--- config.mk ---
export PLATFORM = sky130hd
export DESIGN_NAME = wb_regfile_flat
export DESIGN_NICKNAME = d
export VERILOG_FILES = /design/src/rtl/wb_regfile_pkg.sv /design/src/rtl/wb_regfile_if.sv /design/src/rtl/wb_regfile_regfile_2r1w.sv /design/src/rtl/wb_regfile.sv /design/src/flat_wrapper.sv
export SDC_FILE = /design/constraint.sdc
export NUM_CORES = 2
export LEC_CHECK = 0
export ABC_AREA = 1
export ABC_CLOCK_PERIOD_IN_PS = 2700
export CAP_MARGIN = 25
export CORE_MARGIN = 2
export CORE_UTILIZATION = 25
export CTS_BUF_LIST = sky130_fd_sc_hd__clkbuf_8
export CTS_CLUSTER_SIZE = 14
export DETAILED_ROUTE_END_ITERATION = 12
export PLACE_DENSITY = 0.42
export SYNTH_ARGS = -nofsm -noshare
export SYNTH_HDL_FRONTEND = slang
export SYNTH_SLANG_ARGS = --single-unit
--- constraint.sdc ---
create_clock -name clk -period 2.7 [get_ports clk]
set_input_delay 0.27 -clock clk [delete_from_list [all_inputs] [get_ports clk]]
set_output_delay 0.27 -clock clk [all_outputs]
set_load 0.005 [all_outputs]
--- src/rtl/wb_regfile_pkg.sv ---
// Shared writeback types: widths, register address and result-source enum.
// Used by the decoder, MEM/WB register and the writeback/regfile block.
package wb_regfile_pkg;

  localparam int XLEN  = 32;
  localparam int NREGS = 32;
  localparam int CNTW  = 64;
  localparam int AW    = $clog2(NREGS);

  typedef logic [AW-1:0]   reg_addr_t;
  typedef logic [XLEN-1:0] xword_t;

  typedef enum logic [1:0] {
    RS_ALU = 2'b00,
    RS_MEM = 2'b01,
    RS_PC4 = 2'b10,
    RS_UJ  = 2'b11
  } rslt_src_e;

  function automatic xword_t sel_rslt(
    input rslt_src_e s,
    input xword_t    alu,
    input xword_t    mem,
    input xword_t    pc4,
    input xword_t    uj
  );
    xword_t r;
    r = alu;
    unique case (s)
      RS_ALU: r = alu;
      RS_MEM: r = mem;
      RS_PC4: r = pc4;
      RS_UJ:  r = uj;
    endcase
    return r;
  endfunction

endpackage

--- src/rtl/wb_regfile_if.sv ---
// W-stage bundle, decode read ports, forwarding tap and retire count.
// slave = writeback block, master = surrounding pipeline.
interface wb_regfile_if;
  import wb_regfile_pkg::*;

  logic      validw;
  logic      regWrtw;
  logic      memWrtw;
  rslt_src_e rsltSrcw;
  xword_t    readDw;
  xword_t    pc4w;
  xword_t    ujWrtBckw;
  xword_t    aluRsltw;
  reg_addr_t rdw;
  reg_addr_t rs1d;
  reg_addr_t rs2d;
  xword_t    rd1d;
  xword_t    rd2d;
  logic      fwdEnw;
  reg_addr_t fwdRdw;
  xword_t    fwdDataw;
  logic [CNTW-1:0] instret;

  modport slave (
    input  validw, regWrtw, memWrtw, rsltSrcw,
    input  readDw, pc4w, ujWrtBckw, aluRsltw,
    input  rdw, rs1d, rs2d,
    output rd1d, rd2d,
    output fwdEnw, fwdRdw, fwdDataw,
    output instret
  );

  modport master (
    output validw, regWrtw, memWrtw, rsltSrcw,
    output readDw, pc4w, ujWrtBckw, aluRsltw,
    output rdw, rs1d, rs2d,
    input  rd1d, rd2d,
    input  fwdEnw, fwdRdw, fwdDataw,
    input  instret
  );

endinterface

--- src/rtl/wb_regfile_regfile_2r1w.sv ---
// 32x32 integer register file, 2 read / 1 write, x0 hardwired to zero.
// Ports: clk, rst_n, we/wa/wd write, ra1/ra2 -> rd1/rd2 with write-first bypass.
module regfile_2r1w
  import wb_regfile_pkg::*;
(
  input  logic      clk,
  input  logic      rst_n,
  input  logic      we,
  input  reg_addr_t wa,
  input  xword_t    wd,
  input  reg_addr_t ra1,
  input  reg_addr_t ra2,
  output xword_t    rd1,
  output xword_t    rd2
);

  xword_t mem [NREGS];
  logic   wen;

  // we already carries rst_n; x0 writes are dropped here
  assign wen = we & (wa != '0);

  always_ff @(posedge clk) begin
    if (!rst_n) begin
      mem <= '{default: '0};
    end else if (wen) begin
      mem[wa] <= wd;
    end
  end

  always_comb begin
    rd1 = mem[ra1];
    rd2 = mem[ra2];
    if (wen && ra1 == wa) rd1 = wd;
    if (wen && ra2 == wa) rd2 = wd;
    if (ra1 == '0) rd1 = '0;
    if (ra2 == '0) rd2 = '0;
  end

endmodule

--- src/rtl/wb_regfile.sv ---
// Writeback stage: result select, regfile write, decode reads,
// forwarding tap and 64-bit retired-instruction counter.
module wb_regfile
  import wb_regfile_pkg::*;
(
  input  logic         clk,
  input  logic         rst_n,
  wb_regfile_if.slave  bus
);

  xword_t          rslt;
  logic            wr;
  logic [CNTW-1:0] cnt_q;

  assign rslt = sel_rslt(bus.rsltSrcw, bus.aluRsltw,
                         bus.readDw, bus.pc4w, bus.ujWrtBckw);

  assign wr = rst_n & bus.validw & bus.regWrtw;

  regfile_2r1w u_rf (
    .clk   (clk),
    .rst_n (rst_n),
    .we    (wr),
    .wa    (bus.rdw),
    .wd    (rslt),
    .ra1   (bus.rs1d),
    .ra2   (bus.rs2d),
    .rd1   (bus.rd1d),
    .rd2   (bus.rd2d)
  );

  assign bus.fwdEnw   = bus.validw & bus.regWrtw
                      & (bus.rdw != '0);
  assign bus.fwdRdw   = bus.rdw;
  assign bus.fwdDataw = rslt;

  // every real instruction retires, stores and x0 writes included
  always_ff @(posedge clk) begin
    if (!rst_n) begin
      cnt_q <= '0;
    end else if (bus.validw) begin
      cnt_q <= cnt_q + 1'b1;
    end
  end

  assign bus.instret = cnt_q;

endmodule

--- src/flat_wrapper.sv ---
// flat-port wrapper written by rule: the top's interface ports become plain ports
module wb_regfile_flat import wb_regfile_pkg::*;
  (clk, rst_n, bus_validw, bus_regWrtw, bus_memWrtw, bus_rsltSrcw, bus_readDw, bus_pc4w, bus_ujWrtBckw, bus_aluRsltw, bus_rdw, bus_rs1d, bus_rs2d, bus_rd1d, bus_rd2d, bus_fwdEnw, bus_fwdRdw, bus_fwdDataw, bus_instret);
  wb_regfile_if bus_i ();
  input  logic clk;
  input  logic rst_n;
  input wire logic [$bits(bus_i.validw)-1:0] bus_validw;
  input wire logic [$bits(bus_i.regWrtw)-1:0] bus_regWrtw;
  input wire logic [$bits(bus_i.memWrtw)-1:0] bus_memWrtw;
  input wire logic [$bits(bus_i.rsltSrcw)-1:0] bus_rsltSrcw;
  input wire logic [$bits(bus_i.readDw)-1:0] bus_readDw;
  input wire logic [$bits(bus_i.pc4w)-1:0] bus_pc4w;
  input wire logic [$bits(bus_i.ujWrtBckw)-1:0] bus_ujWrtBckw;
  input wire logic [$bits(bus_i.aluRsltw)-1:0] bus_aluRsltw;
  input wire logic [$bits(bus_i.rdw)-1:0] bus_rdw;
  input wire logic [$bits(bus_i.rs1d)-1:0] bus_rs1d;
  input wire logic [$bits(bus_i.rs2d)-1:0] bus_rs2d;
  output wire logic [$bits(bus_i.rd1d)-1:0] bus_rd1d;
  output wire logic [$bits(bus_i.rd2d)-1:0] bus_rd2d;
  output wire logic [$bits(bus_i.fwdEnw)-1:0] bus_fwdEnw;
  output wire logic [$bits(bus_i.fwdRdw)-1:0] bus_fwdRdw;
  output wire logic [$bits(bus_i.fwdDataw)-1:0] bus_fwdDataw;
  output wire logic [$bits(bus_i.instret)-1:0] bus_instret;
  assign bus_i.validw = bus_validw;
  assign bus_i.regWrtw = bus_regWrtw;
  assign bus_i.memWrtw = bus_memWrtw;
  assign bus_i.rsltSrcw = bus_rsltSrcw;
  assign bus_i.readDw = bus_readDw;
  assign bus_i.pc4w = bus_pc4w;
  assign bus_i.ujWrtBckw = bus_ujWrtBckw;
  assign bus_i.aluRsltw = bus_aluRsltw;
  assign bus_i.rdw = bus_rdw;
  assign bus_i.rs1d = bus_rs1d;
  assign bus_i.rs2d = bus_rs2d;
  assign bus_rd1d = bus_i.rd1d;
  assign bus_rd2d = bus_i.rd2d;
  assign bus_fwdEnw = bus_i.fwdEnw;
  assign bus_fwdRdw = bus_i.fwdRdw;
  assign bus_fwdDataw = bus_i.fwdDataw;
  assign bus_instret = bus_i.instret;
  wb_regfile u_core (.clk(clk), .rst_n(rst_n), .bus(bus_i));
endmodule
==> flow_summary.toml <==
[floorplan]
die-area_um2 = 240400
die_y_um = 490.3
io_pins = 316
die_w_um = 490.3
coreArea_um2 = 235200
fp-row-count = 178
start_util_pct = 25.14

[place]
numPortBuffers = 314
gp_congestion = 0.9164
dp_hpwl_um = 223000
placed_area_um2 = 72340

[critical_path]
cp.arrival_ns = 2.39
worstSetupPathType = "flip-flop to primary output"
required_ns = 2.43
end_kind = "primary output"
crit_fanout = 3
startpoint_type = "flip-flop"

[cells_and_area]
final_area_um2 = 79550
area_growth_pct = 34.56
area.sequential_um2 = 21980
drive_above_1_share_pct = 22.18
multi_input_area_um2 = 33690
fin_nets = 9512
fillers = 25130

[synth]
synth_flop_cell = "dfxtp_1"
yosysSeqAreaShare_pct = 36.84
ys_types = 47
synth_nets = 9033
synth_edf_count = 0
synth_top_cell_area_share_pct = 36.84
yosysMostFrequentCell = "a21oi_1"
synthTopCellsByArea = "dfxtp_1 (37%), a21oi_1 (12%), o21ai_0 (11%), nand3_1 (9.6%), nand2_1 (7.6%)"
syn_area_um2 = 59120
syn_inst = 8882
yosysTopAreaCell = "dfxtp_1"
synthTopCellsByCount = "a21oi_1 (1380), o21ai_0 (1250), nand2_1 (1191)"
yosys_warnings = 0
ys_ff_latch = 1088
async_reset_ff_share_pct = 0
syn_area_per_cell_um2 = 6.656

[clocking]
cts-buffers-inserted = 208
cts.htree.levels = 4
cts_tree = "built"
cts_max_path_buffers = 3
clock-sinks = 1088
clkLatencyLatePin_ns = 1.00
clkTransAtPathRegs_ns = 0.06
clk_root_buffer_cell = "clkbuf_8"

[sta]
setup_viol = 0
drv_slew = 0
fmax_ghz = 0.3765
rsz0062_at_grt = "true"
tightest_slew_ns = 1.222
fin_crit_sh_pct = 98.36
hold_viol_final = 0
fin_setup_tns_ns = 0
maxSlewHeadroom_pct = 18.52
fin_crit_ns = 2.656
finClkSkew_ns = 0.01362

[power]
p_leak_nw = 31.03
pwr_density_cell_nw_per_um2 = 517.4
peakVddDrop_mv = 0.5541
p_total_mw = 41.16

[routing]
drc = 0
drt_iter0_markers = 6666
wl_per_cell_um = 25.86
first_pass_iters = 8
routed_wl_um = 327700
final_antenna_net_count = 0
viasPerCell = 5.293
vias = 67080

[global_route]
gr-total-overflow = 0
grt_max_degree = 205
antenna_found_initial = 9
grt_pass1_vias = 62500
grt_first_pass_wirelength_um = 463300
grt_usage_pct = 26.11
top_usage_layer = "met2"
use_met2_pct = 41.71
met3_usage_pct = 4.087
gr-usage-met1_pct = 34.20

[run_status]
run_status = "completed"

[worst_hold_path]
min_path_type = "input pin to flip-flop"

[flow_run]
maxCapViolCount = 0
==> kinds of logic (layout without fill, tap and decap cells) <==
kind of cell	after synthesis	in the layout	synth area share, %
flops	1088	1088	36.84
xor+xnor	30	30	0.4445
fa+ha+maj	1	1	0.02116
other cells	0	6	0
simple gates	2771	2771	20.86
buf+inv	1710	2346	11.52
compound gates	3282	3282	30.31
==> stage by stage <==
step           utilization (%)  setup WS (ns)  cells  hold WS (ns)
6_report                 33.82        0.04419  12670        0.1097
2_1_floorplan                -         0.8316   8882        0.4071
5_1_grt                  33.82       -0.07872  12670       0.09669
4_1_cts                  33.33       -0.09864  12660       0.01690
3_5_place_dp             30.76        -0.9347  12300        0.4220
3_3_place_gp             30.76        -0.9699  12300        0.4158
==> state kept, by name (all words and copies together) (netlist names) <==
name	count
u_core.bus.instret	64
u_core.u_rf.mem	1024
==> cells in the final DEF (no fill, tap or decap), types with 7 or more instances in the layout <==
cell,n
a21oi_1,1219
nand2_1,1130
o21ai_0,1076
dfxtp_1,931
nand3_1,854
inv_1,789
buf_4,540
o211ai_1,456
nor2_1,281
buf_12,267
clkbuf_8,262
o21ai_1,259
nand3_2,241
clkdlybuf4s50_1,229
dfxtp_2,154
a21oi_2,148
inv_2,109
a211oi_1,61
buf_2,59
nand3_4,41
nor3_1,38
nor2_4,33
or2_2,32
nand2_4,29
nand2_2,28
a21oi_4,25
clkinv_2,24
nand4_1,20
xnor2_1,15
buf_6,15
a211oi_2,14
xor2_1,13
nand2_8,12
inv_8,8
inv_6,8
o21a_1,8
nor4_1,7
==> layout make-up <==
| cell class | instances | area share, % |
|---|---|---|
| diodes | 6 | 0.01887 |
| well taps | 3150 | 4.954 |
| inverters | 852 | 4.122 |
| multi-input cells | 6084 | 42.35 |
| clock inverters | 105 | 0.7943 |
| flip-flops and latches | 1088 | 27.64 |
| repair buffers | 1127 | 15.59 |
| clock buffers | 262 | 4.533 |
==> what timing repair did <==
item,in CTS,in global routing
hold endpoints to repair,36,0
gates resized for setup,887,426
setup endpoints to repair,89,62
buffers inserted,11,8
cloned,1,2
hold buffers,1,0
pin swaps,247,238
==> worst paths after layout <==
path | startpoint | endpoint | slack (ns) | depth (start not counted)
worst max-delay path | u_core.u_rf.mem[445]$_SDFFE_PN0P_ | bus_rd2d[29] | 0.04 | 7
worst min-delay path | bus_validw | u_core.bus.instret[0]$_SDFFE_PN0P_ | 0.11 | 3
worst max register to register | u_core.bus.instret[0]$_SDFFE_PN0P_ | u_core.bus.instret[42]$_SDFFE_PN0P_ | 0.52 | 9
worst min register to register | u_core.u_rf.mem[1010]$_SDFFE_PN0P_ | u_core.u_rf.mem[1010]$_SDFFE_PN0P_ | 0.43 | 2
==> power by group <==
part | internal, mW | leakage [nW] | switching, mW
sequential | 16.1 | 8.85 | 0.0381
combinational | 2.78 | 19.8 | 5.06
clock | 9.09 | 2.44 | 8.08
==> worst max-delay path, stage by stage, from the launching register on <==
cell and delay [ns]:
dfxtp_2 0.32, o211ai_1 0.24, nand3_2 0.17, nand3_2 0.11
nand3_2 0.16, nand2_4 0.18, a21oi_2 0.07, buf_2 0.13
==> metal layers <==
layer,wire [um],up-vias
met4,17130,2
met1,141600,32310
li1,-,31450
met3,21780,603
met2,147200,2711
met5,13,-
No activity file was read; power rests on OpenSTA's default activity.
